--- src/rtl/regfile_pkg.sv ---
// Shared constants and types for the scoreboarded register file.
// Defaults describe the 64-bit, 32-entry, two-read-port core configuration with XZR at index 31.
package regfile_pkg;

    localparam int DEF_DATA_W   = 64;
    localparam int DEF_NUM_REGS = 32;
    localparam int DEF_NUM_RD   = 2;
    localparam int DEF_ZERO_REG = 31;
    localparam int DEF_ADDR_W   = $clog2(DEF_NUM_REGS);

    typedef logic [DEF_ADDR_W-1:0] reg_addr_t;
    typedef logic [DEF_DATA_W-1:0] reg_data_t;

    // Number of set bits in a default-sized busy vector.
    function automatic int popcount(input logic [DEF_NUM_REGS-1:0] v);
        int n;
        n = 0;
        for (int i = 0; i < DEF_NUM_REGS; i++) begin
            n += int'(v[i]);
        end
        return n;
    endfunction

endpackage

--- src/rtl/regfile_scoreboard.sv ---
// Per-register busy bits plus a running count of busy registers.
// The enables arrive already qualified: the caller has removed the zero register and out-of-range
// addresses. A set and a clear that hit the same register in the same cycle leave it busy,
// because the newly issued producer is the one that still has to write back.
module regfile_scoreboard
    import regfile_pkg::*;
#(
    parameter  int NUM_REGS = DEF_NUM_REGS,
    localparam int ADDR_W   = $clog2(NUM_REGS)
) (
    input  logic                clk,
    input  logic                reset,
    input  logic                set_en,
    input  logic [ADDR_W-1:0]   set_addr,
    input  logic                clr_en,
    input  logic [ADDR_W-1:0]   clr_addr,
    output logic [NUM_REGS-1:0] busy,
    output logic [ADDR_W:0]     busy_cnt
);

    localparam int CNT_W = ADDR_W + 1;

    logic [NUM_REGS-1:0] busy_q;
    logic [NUM_REGS-1:0] busy_d;
    logic [CNT_W-1:0]    cnt_q;
    logic [CNT_W-1:0]    cnt_d;
    logic                cnt_inc;
    logic                cnt_dec;

    // Next busy vector: clear first, then set, so a same-register collision ends busy.
    always_comb begin
        busy_d = busy_q;
        if (clr_en) begin
            busy_d[clr_addr] = 1'b0;
        end
        if (set_en) begin
            busy_d[set_addr] = 1'b1;
        end
    end

    // Counter tracks real 0->1 and 1->0 transitions only, keeping it equal to the popcount.
    always_comb begin
        cnt_inc = set_en && !busy_q[set_addr];
        cnt_dec = clr_en && busy_q[clr_addr] && !(set_en && (set_addr == clr_addr));
        cnt_d   = cnt_q + CNT_W'(cnt_inc) - CNT_W'(cnt_dec);
    end

    // Scoreboard state; reset discards every pending issue.
    always_ff @(posedge clk or negedge reset) begin
        if (!reset) begin
            busy_q <= '0;
            cnt_q  <= '0;
        end else begin
            busy_q <= busy_d;
            cnt_q  <= cnt_d;
        end
    end

    assign busy     = busy_q;
    assign busy_cnt = cnt_q;

endmodule

--- src/rtl/regfile_sb.sv ---
// Register file with hardwired-zero register, NUM_RD combinational read ports, one write port
// and a per-register busy scoreboard.
// Optional feature macro: REGFILE_BYPASS_EN -- same-cycle forwarding of the write port to reads.
module regfile_sb
    import regfile_pkg::*;
#(
    parameter  int DATA_W   = DEF_DATA_W,
    parameter  int NUM_REGS = DEF_NUM_REGS,
    parameter  int NUM_RD   = DEF_NUM_RD,
    parameter  int ZERO_REG = DEF_ZERO_REG,
    localparam int ADDR_W   = $clog2(NUM_REGS)
) (
    input  logic                     clk,
    input  logic                     reset,
    input  logic                     wr_en,
    input  logic [ADDR_W-1:0]        wr_addr,
    input  logic [DATA_W-1:0]        wr_data,
    input  logic                     iss_en,
    input  logic [ADDR_W-1:0]        iss_addr,
    input  logic [NUM_RD*ADDR_W-1:0] rd_addr,
    output logic [NUM_RD*DATA_W-1:0] rd_data,
    output logic [NUM_RD-1:0]        rd_busy,
    output logic [ADDR_W:0]          busy_cnt
);

    localparam logic [ADDR_W-1:0] ZERO_A     = ZERO_REG[ADDR_W-1:0];
    localparam bit                FULL_RANGE = (NUM_REGS == (1 << ADDR_W));

    logic [DATA_W-1:0]   mem_q [NUM_REGS];
    logic [DATA_W-1:0]   mem_d [NUM_REGS];
    logic [NUM_REGS-1:0] busy;
    logic                wr_in_range;
    logic                iss_in_range;
    logic [NUM_RD-1:0]   rd_in_range;
    logic                wr_ok;
    logic                iss_ok;

    // Range checks only exist when the address width can encode indices past the last register.
    generate
        if (FULL_RANGE) begin : g_full_range
            assign wr_in_range  = 1'b1;
            assign iss_in_range = 1'b1;
            assign rd_in_range  = '1;
        end else begin : g_part_range
            localparam logic [ADDR_W-1:0] LIMIT_A = NUM_REGS[ADDR_W-1:0];
            assign wr_in_range  = (wr_addr < LIMIT_A);
            assign iss_in_range = (iss_addr < LIMIT_A);
            for (genvar gi = 0; gi < NUM_RD; gi++) begin : g_rd_range
                assign rd_in_range[gi] = (rd_addr[gi*ADDR_W +: ADDR_W] < LIMIT_A);
            end
        end
    endgenerate

    assign wr_ok  = wr_en && wr_in_range && (wr_addr != ZERO_A);
    assign iss_ok = iss_en && iss_in_range && (iss_addr != ZERO_A);

    // Write decode into the storage array.
    always_comb begin
        mem_d = mem_q;
        if (wr_ok) begin
            mem_d[wr_addr] = wr_data;
        end
    end

    // Storage array; every register clears on reset so reads return 0 during reset.
    always_ff @(posedge clk or negedge reset) begin
        if (!reset) begin
            for (int r = 0; r < NUM_REGS; r++) begin
                mem_q[r] <= '0;
            end
        end else begin
            mem_q <= mem_d;
        end
    end

    regfile_scoreboard #(
        .NUM_REGS (NUM_REGS)
    ) u_scoreboard (
        .clk      (clk),
        .reset    (reset),
        .set_en   (iss_ok),
        .set_addr (iss_addr),
        .clr_en   (wr_ok),
        .clr_addr (wr_addr),
        .busy     (busy),
        .busy_cnt (busy_cnt)
    );

    // One independent read mux per port.
    generate
        for (genvar gi = 0; gi < NUM_RD; gi++) begin : g_rd
            logic [ADDR_W-1:0] addr;
            logic              valid;
            logic [DATA_W-1:0] data_p;
            logic              busy_p;

            assign addr  = rd_addr[gi*ADDR_W +: ADDR_W];
            assign valid = rd_in_range[gi] && (addr != ZERO_A);

`ifdef REGFILE_BYPASS_EN
            logic hit;
            assign hit = wr_ok && (wr_addr == addr);

            // Forward the writeback value; busy drops unless a new producer claims it this cycle.
            always_comb begin
                data_p = '0;
                busy_p = 1'b0;
                if (valid) begin
                    if (hit) begin
                        data_p = wr_data;
                        busy_p = (iss_en && (iss_addr == addr)) ? busy[addr] : 1'b0;
                    end else begin
                        data_p = mem_q[addr];
                        busy_p = busy[addr];
                    end
                end
            end
`else
            // Stored state only; a write becomes visible on the following cycle.
            always_comb begin
                data_p = '0;
                busy_p = 1'b0;
                if (valid) begin
                    data_p = mem_q[addr];
                    busy_p = busy[addr];
                end
            end
`endif

            assign rd_data[gi*DATA_W +: DATA_W] = data_p;
            assign rd_busy[gi]                  = busy_p;
        end
    endgenerate

endmodule

--- config.mk ---
export PLATFORM = sky130hd
export DESIGN_NAME = regfile_sb
export DESIGN_NICKNAME = d
export VERILOG_FILES = /design/src/rtl/regfile_pkg.sv /design/src/rtl/regfile_scoreboard.sv /design/src/rtl/regfile_sb.sv
export SDC_FILE = /design/constraint.sdc
export NUM_CORES = 2
export LEC_CHECK = 0
export CELL_PAD_IN_SITES_DETAIL_PLACEMENT = 1
export CELL_PAD_IN_SITES_GLOBAL_PLACEMENT = 1
export CORE_UTILIZATION = 50
export CTS_BUF_LIST = sky130_fd_sc_hd__clkbuf_4 sky130_fd_sc_hd__clkbuf_8
export CTS_CLUSTER_DIAMETER = 50
export DETAILED_ROUTE_END_ITERATION = 8
export GPL_TIMING_DRIVEN = 0
export PLACE_DENSITY_LB_ADDON = 0.1
export SLEW_MARGIN = 0
export SYNTH_ARGS = -nofsm -noshare
export SYNTH_HDL_FRONTEND = slang
export SYNTH_SLANG_ARGS = --single-unit
export TNS_END_PERCENT = 50
--- constraint.sdc ---
create_clock -name clk -period 3.1 [get_ports clk]
set_input_delay 0.31 -clock clk [delete_from_list [all_inputs] [get_ports clk]]
set_output_delay 0.31 -clock clk [all_outputs]
set_load 0.05 [all_outputs]
; ---- Yosys cells after proc, flatten, opt, wreduce, memory -nomap -nowiden
; Index checks and enable logic that the tools add are counted.
[totals]
reg_bits = 2086
out_inout_bits = 136
word_cells = 95
[classes]
add_sub_neg = 2
n_lt_le_gt_ge = 10
n_eq_ne = 5
mux = 27
bitwise_logic = 6
reduce_logical = 11
[op_table]
columns = cell, count
row1 = $bwmux 2048, 1
row2 = $bmux 64 s5, 2
row3 = $mux 64, 7
row4 = $demux 64 s5, 1
row5 = $mux 32, 2
row6 = $and 32x32->32, 1
row7 = $not 32->32, 1
row8 = $or 32x32->32, 1
row9 = $lt 5x6->1 const B, 4
row10 = $bmux 1 s5, 4
row11 = $ne 5x5->1 const B, 4
row12 = $ge 6x6->1 const B, 3
row13 = $not 5->6, 3
row14 = $demux 1 s5, 2
row15 = $ge 5x1->1 const B, 2
row16 = $logic_and 1x1->1, 9
row17 = $mux 1, 8
row18 = $add 6x1->6, 1
row19 = $lt 6x1->1 const B, 1
row20 = $sub 6x1->6, 1
row21 = $eq 5x5->1, 1
row22 = $logic_not 1->1, 2

; ---- Depth between registers and ports, before layout
[logic_depth]
ltp_word = 9
depth_mapped = 15
ltp_nobuf = 13

; ---- By module
; A second synthesis with hierarchy kept.
[hier_totals]
cells_unflattened = 7267
hier_area_um2 = 111111.6
[by_module_without_submodules]
columns = mod, n_inst, cells_per_inst, area_each_um2
row1 = regfile_sb, 1, 7040, 108766.8
row2 = regfile_scoreboard, 1, 227, 2344.7

; ---- Worst setup path after synthesis
; OpenSTA, ideal clock, no wires.
[synth_timing]
path_kind = input -> output
startpoint = input port rd_addr[0]
endpoint = output port rd_data[24]
t_arrival_ns = 3.169
path_slack_ns = -0.379
path_stages = 9
cell_sequence = buf_6 -> buf_12 -> buf_12 -> buf_12 -> buf_8 -> mux2i_1 -> o32ai_2 -> a211oi_1 -> a2111oi_1
[synth_via]
elab_chain_cells = 5
[synth_lines]
columns = element, line
row1 = start: declaration, regfile_sb.sv:20  ; input logic [NUM_RD*ADDR_W-1:0] rd_addr,
row2 = $not 5->6 (implied by the code), regfile_sb.sv:124  ; data_p = mem_q[addr];
row3 = $bmux 64 s5, regfile_sb.sv:124
row4 = $mux 64 (implied by the code) (2 in a row), regfile_sb.sv:124
row5 = $mux 64 (*), regfile_sb.sv:123  ; if (valid) begin
row6 = end: declaration, regfile_sb.sv:21  ; output logic [NUM_RD*DATA_W-1:0] rd_data,
; Mark *: on every way between the ends. The rest lies on a longest branch, timed or not. The select of a mux whose other input is x is not followed.

; ---- Final worst setup path
[layout_timing]
startpoint = input port rd_addr[4]
endpoint = output port rd_data[24]
; Same word-level chain as after synthesis.

==> run metrics <==
failing checks capacitance limit, slew limit, setup timing; DR WL met3 just under 60,000 um; Initial Util 50.4%; hold slack roughly 12 ps; Post-synth EDFFs 0; P_leak just under 0.06 uW; Die Span X about 480 um; vias in the first global route about 87k; maximum clock path buffer count 4; post-DP HPWL about 330,000 um; DR vias/cell approximately 7.1; worst slew pin tran ~1700 ps; Synth Cell Area approximately 110,000 um2; worst flop-to-flop path startpoint u_scoreboard.busy[15]; CP Data Required Time approximately 2800 ps; port buffer count 212; GPL Wtd Cong 0.940; clock buffer count from CTS around 400; crit share post-route 125%; wire per inst 42.6 um; die area ~230,000 um2; DR WL met2 roughly 210,000 um; first-pass GRT wire length roughly 690,000 um; total negative slack -42,380 ps; Synth async-reset ratio 100%; most common cell after layout, fill and taps aside dfrtp_1; crit-path max FO 10; DR iter-0 viols between 10k and 15k; Slew HR -15.2%; Die Y 476 um; DR vias between 80k and 90k; First-pass DRT Iterations 6; Overall Power just under 90,000 uW; Area after DPL 119,000 um2; Seq cells post-synth ~2.1k; Final Max Slew Viols 33; Syn Inst Count roughly 7.7k; Setup CP Type in -> out; DRC 0; final WL ~500,000 um; yosys warns 0; R2R Setup Slk about 30 ps; nets@finish ~8.5k; clock sinks approximately 2.1k; hold path startpoint wr_data[9]; highest clock rate ~0.26 GHz; final setup fails 330; post-synthesis area per instance about 15 um2; share of cells above drive strength 1 around 53%; CTS tree yes; filler instances approximately 21k; RSZ-0062 raised after global routing true; Unique masters post-synth 60; Worst Setup Slack, final -771 ps; startpoint class of the critical path primary input; area occupied by multi-input gates between 50,000 and 60,000 um2; Hold Path Class in -> reg; # rows approximately 170; Mapped Nets approximately 8k; Reg2Reg Depth 12; status complete, but fails checks; htree depth 5; design area 131,000 um2; clock-pin slew on the worst setup and hold paths about 50 ps; Clk Latency, worst-skew pair about 1200 ps; most frequent cells in the layout dfrtp_1 (2,081), mux2_2 (1,968), mux4_2 (789); Worst R2R End u_scoreboard.busy_cnt[4]; total track usage 44.1%; Synth Flop Type dfrtp_1; global route overflow 0; max_cap viols 4; initial antenna violation count 36; Worst VDD drop ~0.55 mV; Setup crit end kind primary output; Critical Path AT about 3600 ps; Core Region about 220,000 um2; # IOs around 220; post-layout util between 50% and 60%; register area share after synthesis roughly 46%; Final min period slightly below 4000 ps; Routed Antenna Nets 0; clk root buf clkbuf_8; metal1 wirelength 187,000 um; Top Metal Used met5; final clock skew 37.3 ps; crit path capture rd_data[24]; sequential cell area around 52,000 um2; Hold Vio Cnt, Final 0; power density over cell area between 600 and 700 nW/um2; crit path launch rd_addr[4]; largest net degree at the start of global routing around 180; synthesis-to-layout area growth 16.9%
-- Yosys cell counts (all sizes together) (2+ instances only) --
master	count	area share, %
mux2	2020	20
nand2	36	0.12
o21ai	134	0.60
nor3b	3	0.020
a31oi	2	0.011
xor2	4	0.031
nand3b	11	0.074
ha	6	0.067
mux2i	748	6.7
nor2	39	0.14
a21o	20	0.13
and3	109	0.61
mux4	791	16
a221oi	2	0.016
xnor2	6	0.047
a21oi	133	0.59
o221ai	129	1.0
a2111oi	5	0.041
clkbuf	454	1.5
nand3	14	0.062
o22ai	152	0.85
nor3	20	0.089
nor4	3	0.017
nor2b	14	0.078
or3b	3	0.023
inv	22	0.074
a211oi	114	0.76
and3b	5	0.039
buf	442	2.5
nand4	2	0.011
o21a	2	0.013
a22o	10	0.078
a22oi	106	0.71
dfrtp	2086	46
o32ai	2	0.022
a211o	21	0.16
nand2b	3	0.017
-- critical path, stage by stage --
cell	delay [ps]
clkbuf_4	420
buf_4	490
buf_2	590
nor2_1	280
a2111oi_4	1160
buf_6	270
-- cells by family after synthesis --
| family | count (synthesis) | synth area share [%] |
|---|---|---|
| XOR/XNOR | 10 | 0.0780 |
| adder cells (fa/ha/maj) | 7 | 0.0847 |
| flip-flops | 2086 | 46.5 |
| buffers and inverters | 918 | 4.08 |
| AO/OA/AOI/OAI | 838 | 5.05 |
| AND/OR/NAND/NOR | 265 | 1.32 |
| multiplexers | 3559 | 42.9 |
-- worst min path at each step --
| stage | end | slack (ps) | cells after the start |
|---|---|---|---|
| after floorplan | mem_q[0] | 10 | 0 |
| after global placement | mem_q[10] | 460 | 1 |
| after detailed placement | mem_q[904] | 170 | 1 |
| after CTS | mem_q[1289] | -760 | 4 |
| after global routing | mem_q[73] | 30 | 2 |
| final | mem_q[73] | 10 | 2 |
-- metal layers --
metal | global-route usage, % | vias up
li1 | - | 31100
met1 | 57.2 | 44800
met2 | 62.2 | 5316
met3 | 15.6 | 1715
met4 | 29.4 | 36
met5 | 0 | -
-- metrics by stage --
stage	cells	setup WS, ps
after floorplan	7683	-317
after global placement	10900	-93950
after detailed placement	10900	-2880
after CTS	11600	-218
after global routing	11700	-586
final	11700	-771
-- flip-flops by register name, summed over array words and instances (netlist names) --
signal and count:
u_scoreboard.busy 32, u_scoreboard.busy_cnt 6, mem_q 2048
-- timing repair --
item | in CTS | in global routing
hold endpoints to repair | 382 | 327
setup buffers | 51 | 2
pin swaps | 243 | 41
cloned | 0 | 4
setup endpoints to repair | 134 | 449
hold buffers | 33 | 9
gates resized for setup | 1807 | 84
-- power by group --
part           switching (uW)  internal [uW]  total, uW
Clock                   12700          16100      28800
Sequential               4140          32500      36600
Combinational           10600          10900      21400
-- cell type report --
type,instances,share of cell area [%]
buffer,892,4.34
antenna,25,0.0477
inverter,22,0.0629
sequential,2086,39.8
clock buffer,605,5.75
multi-input combinational,4679,44.0
clock inverter,63,0.451
tap,2975,2.84
timing repair buffer,327,2.76
(Power assumes the default switching activity.)
